==> config.mk <==
export PLATFORM = sky130hd
export DESIGN_NAME = mem_access_unit
export DESIGN_NICKNAME = d
export VERILOG_FILES = /design/src/rtl/mem_access_unit.sv
export SDC_FILE = /design/constraint.sdc
export NUM_CORES = 1
export LEC_CHECK = 0
export ABC_AREA = 1
export ABC_CLOCK_PERIOD_IN_PS = 1400
export BUFFER_PORTS_ARGS = -buffer_cell sky130_fd_sc_hd__clkbuf_2
export CORE_ASPECT_RATIO = 1.2
export CORE_MARGIN = 10
export CORE_UTILIZATION = 47
export CTS_BUF_LIST = sky130_fd_sc_hd__clkbuf_8
export CTS_CLUSTER_DIAMETER = 150
export DETAILED_ROUTE_END_ITERATION = 16
export PLACE_DENSITY = 0.79
export SLEW_MARGIN = 25
export SYNTH_ARGS = -nofsm -noshare
export SYNTH_HDL_FRONTEND = slang
export SYNTH_SLANG_ARGS = --single-unit
==> constraint.sdc <==
create_clock -name clk -period 1.4 [get_ports clk]
set_input_delay 0.28 -clock clk [delete_from_list [all_inputs] [get_ports clk]]
set_output_delay 0.28 -clock clk [all_outputs]
set_load 0.005 [all_outputs]
==> src/rtl/mem_access_unit.sv <==
`default_nettype none
// ============================================================================
// mem_access_unit : RV32I memory-stage load/store unit, single-outstanding bus.
// Revision: 1.0
// ============================================================================
module mem_access_unit #(
   parameter int TIMEOUT_CYCLES = 15
) (
   input  logic        clk,
   input  logic        rst,
   input  logic        req_valid,
   input  logic        req_write,
   input  logic [2:0]  req_type,
   input  logic [31:0] req_addr,
   input  logic [31:0] req_wdata,
   input  logic [4:0]  req_rd,
   output logic        stall,
   output logic        bus_req,
   output logic        bus_we,
   output logic [31:0] bus_addr,
   output logic [31:0] bus_wdata,
   output logic [3:0]  bus_be,
   input  logic        bus_ack,
   input  logic [31:0] bus_rdata,
   output logic        resp_valid,
   output logic [31:0] resp_data,
   output logic [4:0]  resp_rd,
   output logic [1:0]  fault
);

   typedef enum logic [1:0] {
      S_IDLE = 2'd0,
      S_BUS  = 2'd1,
      S_RESP = 2'd2
   } state_t;

   state_t      state, state_nxt;

   logic [31:0] r_addr;
   logic [31:0] r_wdata;
   logic [2:0]  r_type;
   logic        r_write;
   logic [4:0]  r_rd;
   logic [7:0]  r_count;

   logic        w_legal;
   logic        w_timeout;
   logic [3:0]  w_be;
   logic [31:0] w_wdata;
   logic [31:0] w_bshift;
   logic [31:0] w_hshift;
   logic [31:0] w_load;

   // Type codes 100/101 exist only as loads; stores above 010 are illegal.
   always_comb begin
      w_legal = 1'b0;
      case (req_type)
         3'b000:  w_legal = 1'b1;
         3'b001:  w_legal = ~req_addr[0];
         3'b010:  w_legal = (req_addr[1:0] == 2'b00);
         3'b100:  w_legal = ~req_write;
         3'b101:  w_legal = ~req_write & ~req_addr[0];
         default: w_legal = 1'b0;
      endcase
   end

   // Counter starts at 0 on BUS entry, so this is the TIMEOUT_CYCLES-th BUS cycle.
   assign w_timeout = (r_count == 8'(TIMEOUT_CYCLES - 1));

   always_comb begin
      w_be    = 4'b1111;
      w_wdata = r_wdata;
      if (r_write) begin
         case (r_type[1:0])
            2'b00: begin
               w_be    = 4'b0001 << r_addr[1:0];
               w_wdata = {4{r_wdata[7:0]}};
            end
            2'b01: begin
               w_be    = r_addr[1] ? 4'b1100 : 4'b0011;
               w_wdata = {2{r_wdata[15:0]}};
            end
            default: begin
               w_be    = 4'b1111;
               w_wdata = r_wdata;
            end
         endcase
      end
   end

   assign w_bshift = bus_rdata >> {r_addr[1:0], 3'b000};
   assign w_hshift = bus_rdata >> {r_addr[1], 4'b0000};

   always_comb begin
      case (r_type)
         3'b000:  w_load = {{24{w_bshift[7]}}, w_bshift[7:0]};
         3'b001:  w_load = {{16{w_hshift[15]}}, w_hshift[15:0]};
         3'b100:  w_load = {24'd0, w_bshift[7:0]};
         3'b101:  w_load = {16'd0, w_hshift[15:0]};
         default: w_load = bus_rdata;
      endcase
   end

   always_ff @(posedge clk) begin
      if (rst) state <= S_IDLE;
      else     state <= state_nxt;
   end

   always_comb begin
      state_nxt = state;
      stall     = 1'b0;
      bus_req   = 1'b0;
      bus_we    = 1'b0;
      bus_addr  = 32'd0;
      bus_wdata = 32'd0;
      bus_be    = 4'b0000;
      case (state)
         S_IDLE: begin
            if (req_valid && w_legal) begin
               stall     = 1'b1;
               state_nxt = S_BUS;
            end
         end
         S_BUS: begin
            stall     = 1'b1;
            bus_req   = 1'b1;
            bus_we    = r_write;
            bus_addr  = {r_addr[31:2], 2'b00};
            bus_wdata = w_wdata;
            bus_be    = w_be;
            if (bus_ack || w_timeout) state_nxt = S_RESP;
         end
         S_RESP:  state_nxt = S_IDLE;
         default: state_nxt = S_IDLE;
      endcase
   end

   always_ff @(posedge clk) begin
      if (rst) begin
         r_addr     <= 32'd0;
         r_wdata    <= 32'd0;
         r_type     <= 3'd0;
         r_write    <= 1'b0;
         r_rd       <= 5'd0;
         r_count    <= 8'd0;
         resp_valid <= 1'b0;
         resp_data  <= 32'd0;
         resp_rd    <= 5'd0;
         fault      <= 2'b00;
      end else begin
         resp_valid <= 1'b0;
         resp_data  <= 32'd0;
         resp_rd    <= 5'd0;
         fault      <= 2'b00;
         case (state)
            S_IDLE: begin
               r_count <= 8'd0;
               if (req_valid) begin
                  if (w_legal) begin
                     r_addr  <= req_addr;
                     r_wdata <= req_wdata;
                     r_type  <= req_type;
                     r_write <= req_write;
                     r_rd    <= req_rd;
                  end else begin
                     fault <= 2'b01;
                  end
               end
            end
            S_BUS: begin
               // An ack on the final allowed cycle wins over the timeout.
               if (bus_ack) begin
                  resp_valid <= ~r_write;
                  resp_data  <= r_write ? 32'd0 : w_load;
                  resp_rd    <= r_write ? 5'd0 : r_rd;
               end else begin
                  r_count <= r_count + 8'd1;
                  if (w_timeout) begin
                     resp_valid <= ~r_write;
                     resp_rd    <= r_write ? 5'd0 : r_rd;
                     fault      <= 2'b10;
                  end
               end
            end
            default: ;
         endcase
      end
   end

endmodule
`default_nettype wire

==> run_results.csv <==
group,metric,value,unit
power_and_ir_drop,ir_worst_vdd,0.7167,mV
detailed_routing,wl_per_cell,18.65,um
power_and_ir_drop,p_int,0.006776,W
clock_network,insertion_delay,460,ps
logic_synthesis,synth_cell_types,33,
logic_synthesis,synth_compound_area_share,13.91,%
clock_network,cts_sinks,123,
cells_and_area,n_antenna_cell,0,
logic_synthesis,synth.avg_cell_area,6.674,um^2
sta,rsz0062_at_grt,"true",
setup_path,crit_chain,"inv_2 > nor2_4 > nand2_4 > inv_8 > nand2_2 > a31oi_1 > buf_2",
die,num_rows,45,
logic_synthesis,yosys.area.top_type_share,39.80,%
logic_synthesis,netlist_area,6187,um^2
sta,final.period_utilization,144.3,%
run,cap_viol_max_count,0,
cells_and_area,final_util,78.58,%
detailed_routing,antenna_left,0,
sta,tns,-60770,ps
min_path,hold_path_end,"resp_data[3]$_SDFF_PP0_",
die,die_area,18170,um^2
sta,slew_violations,0,
power_and_ir_drop,p_switching,0.002810,W
logic_synthesis,synth_fa_ha_area_share,0.4044,%
setup_path,end_kind,"primary output",
global_route,overflow,0,
run_status,violations,"setup timing",
sta,setup_viol,175,
detailed_routing,drc,0,
logic_synthesis,synth_top_area_cell,"dfxtp_1",
power_and_ir_drop,leakage,4.659,nW
run_status,status,"finished, violations left",
detailed_routing,avgViaCountPerCell,5.465,
placed_design,dpl.hpwl,14520,um
min_path,hold_depth,3,
setup_path,r2r_cells,13,
setup_path,crit_type,"flip-flop to primary output",
power_and_ir_drop,sw_frac_of_total,29.31,%
placed_design,gp_congestion,0.9218,
cells_and_area,nNetsFinal,1325,
logic_synthesis,synth_edf_count,0,
min_path,hold_path.startpoint,"bus_rdata[3]",
logic_synthesis,yosys_warnings,0,
die,dieHeight,145.7,um
detailed_routing,wl,25920,um
global_route,grt_pass1_wl,36860,um
logic_synthesis,synthFlopType,"dfxtp_1",
global_route,grt_use_total,24.47,%
clock_network,path_clk_slew,70,ps
logic_synthesis,synth_area_leaders,"dfxtp_1 40%, nand2_1 11%, nor2_1 11%, a21oi_1 8.6%, nand3b_1 8.4%",
clock_network,cts_tree,"built",
power_and_ir_drop,p_seq_share,39.7,%
logic_synthesis,ys_seq_elements,123,
clock_network,htree_levels,4,
power_and_ir_drop,pwr-share-clk,36.0,%
clock_network,cts_made_buffers,17,
power_and_ir_drop,power_density,954.4,nW/um^2
setup_path,critPathMaxStageDelay,350,ps
logic_synthesis,muxShareOfSynthArea,0,%
detailed_routing,drtIter0Drc,1030,
clock_network,cts-hold-fix-buffers,0,
cells_and_area,drive_gt1_share,39.89,%
die,start_util,48.41,%
sta,fin_skew,12.14,ps
setup_path,start_kind,"flip-flop",
detailed_routing,via_count,7597,
logic_synthesis,synth_common_cells,"178 x nand2_1, 178 x nor2_1, 123 x dfxtp_1",
setup_path,r2r_slack,-500,ps
setup_path,required,1120,ps
logic_synthesis,async_flop_share,0,%
logic_synthesis,syn_inst,927,
placed_design,post-place-ws,-251.6,ps
setup_path,timing.rr.start,"state[1]$_SDFFE_PP0P_",
cells_and_area,syn2layout_area_growth,62.33,%
sta,hold_violations,0,
die,core_area,12780,um^2
logic_synthesis,synth-simple-area-share,34.98,%
setup_path,critical-path-slowest-cell,"dfxtp_4",
logic_synthesis,synth_seq_area_share,39.80,%
clock_network,clk_path_buf_depth,2,
setup_path,worstPathMaxFanout,6,
die,pin_count,220,
sta,fmax,0.4950,GHz
sta,setup_ws,-620.1,ps
global_route,antenna_found_initial,0,
clock_network,cts_root_buffer,"clkbuf_8",
placed_design,io_buffers,217,
setup_path,crit_arrival,1740,ps
logic_synthesis,synth-xor-area-share,0.1416,%
global_route,grt_start_max_net_pins,75,
logic_synthesis,synth_top_family_by_area,"simple AND/OR/NAND/NOR gates",
die,die_x,124.7,um
min_path,hp-class,"primary input to flip-flop",
setup_path,cp-startpoint,"r_write$_SDFFE_PP0P_",
power_and_ir_drop,power_frac_comb,24.3,%
global_route,grt_pass1_vias,7328,
detailed_routing,firstDrtPassIters,6,
setup_path,r2r_end,"r_wdata[22]$_SDFFE_PP0P_",
sta,finalCriticalPeriod,2020,ps
-- cells in the final DEF, fill, tap and decap left out, types with 3 or more instances in the layout --
cell type,instances
buf_2,29
a31oi_1,3
o21ai_0,8
inv_1,82
nand2_4,13
buf_12,22
nor2_4,40
clkbuf_16,8
buf_8,10
o21ai_1,21
nor2_2,12
nand3b_1,69
clkbuf_2,175
dfxtp_2,4
nand3_2,5
nand3_1,31
buf_16,10
nand2_1,159
clkbuf_8,23
nand2_2,7
o21bai_1,7
inv_2,5
buf_4,46
nor3_1,11
o21ai_2,5
bufinv_16,3
a21oi_4,4
dfxtp_1,116
dfxtp_4,3
buf_6,31
nor2_1,128
a21oi_2,12
inv_8,3
a21oi_1,90
-- registers in the layout, indices dropped and copies added, names as in the netlist --
| register | cells |
|---|---|
| resp_data | 32 |
| r_write | 1 |
| r_wdata | 32 |
| fault | 2 |
| r_type | 3 |
| r_count | 8 |
| resp_rd | 5 |
| resp_valid | 1 |
| r_rd | 5 |
| r_addr | 32 |
| state | 2 |
-- cell type report --
class / count / area (um^2)
clock buffers: 23 / 316.6
multi-input cells: 648 / 3719
clock inverters: 8 / 115.1
repair buffers: 332 / 2814
well taps: 164 / 205.2
fillers: 805 / 2738
repair inverters: 3 / 30.03
inverters: 89 / 365.4
flip-flops and latches: 123 / 2479
-- cells by family (layout without fill, tap and decap cells) --
group / Yosys count / count (layout)
AOI/OAI and AO/OA: 162 / 162
and+or+nand+nor: 481 / 481
adders and majority gates: 2 / 2
other: 1 / 2
xor gates and xnor gates: 1 / 1
buffers and inverters: 157 / 455
DFF: 123 / 123
-- worst max-delay path by stage --
stage	end	slack, ps	cells past startpoint
after floorplan	bus_addr[10]	-7	6
after global placement	r_wdata[19]$_SDFFE_PP0P_	-210	8
after detailed placement	r_wdata[23]$_SDFFE_PP0P_	-250	8
after CTS	bus_wdata[24]	-540	7
after global routing	bus_wdata[26]	-670	7
final	bus_wdata[26]	-620	7
-- per-stage QoR --
| step | total power, W | hold slack [ps] | instances | cell area (um^2) |
|---|---|---|---|---|
| after CTS | 0.009232 | 23.82 | 1371 | 9374 |
| after floorplan | 0.004767 | 349.1 | 928 | 6198 |
| after detailed placement | 0.005361 | 415.8 | 1302 | 7756 |
| after global routing | 0.009941 | 79.96 | 1390 | 10040 |
| after global placement | 0.005338 | 414.9 | 1302 | 7756 |
| final | 0.009586 | 88.87 | 1390 | 10040 |
-- critical path, delay by kind of cell, from the launching register on --
family                 cells  cell delay [ps]
AOI/OAI and AO/OA          1              170
and+or+nand+nor            3              440
buffers and inverters      3              320
DFF                        1              350
-- timing repair --
action | CTS | global route
pin swaps | 17 | 35
setup buffers | 21 | 20
gates cloned | 18 | 8
endpoints found under the setup margin | 108 | 186
endpoints found under the hold margin | 0 | 0
resized for setup | 192 | 143
-- power groups by stage --
stage          Clock (W)  Combinational, W  Sequential (W)
5_1_grt          0.00362           0.00251         0.00382
3_5_place_dp           0           0.00151         0.00385
3_3_place_gp           0           0.00149         0.00385
6_report         0.00345           0.00233         0.00381
4_1_cts          0.00344           0.00201         0.00378
2_1_floorplan          0          0.000946         0.00382
-- layer usage --
metal	vias to the layer above	wire length [um]	global-route usage [%]	share of wire, %
li1	3542	-	-	-
met1	3496	9280	25.55	36
met2	456	12970	42.69	50
met3	103	2432	9.170	9.4
met4	0	1239	10.79	4.8
met5	-	0	0	0
(Power assumes the default switching activity.)
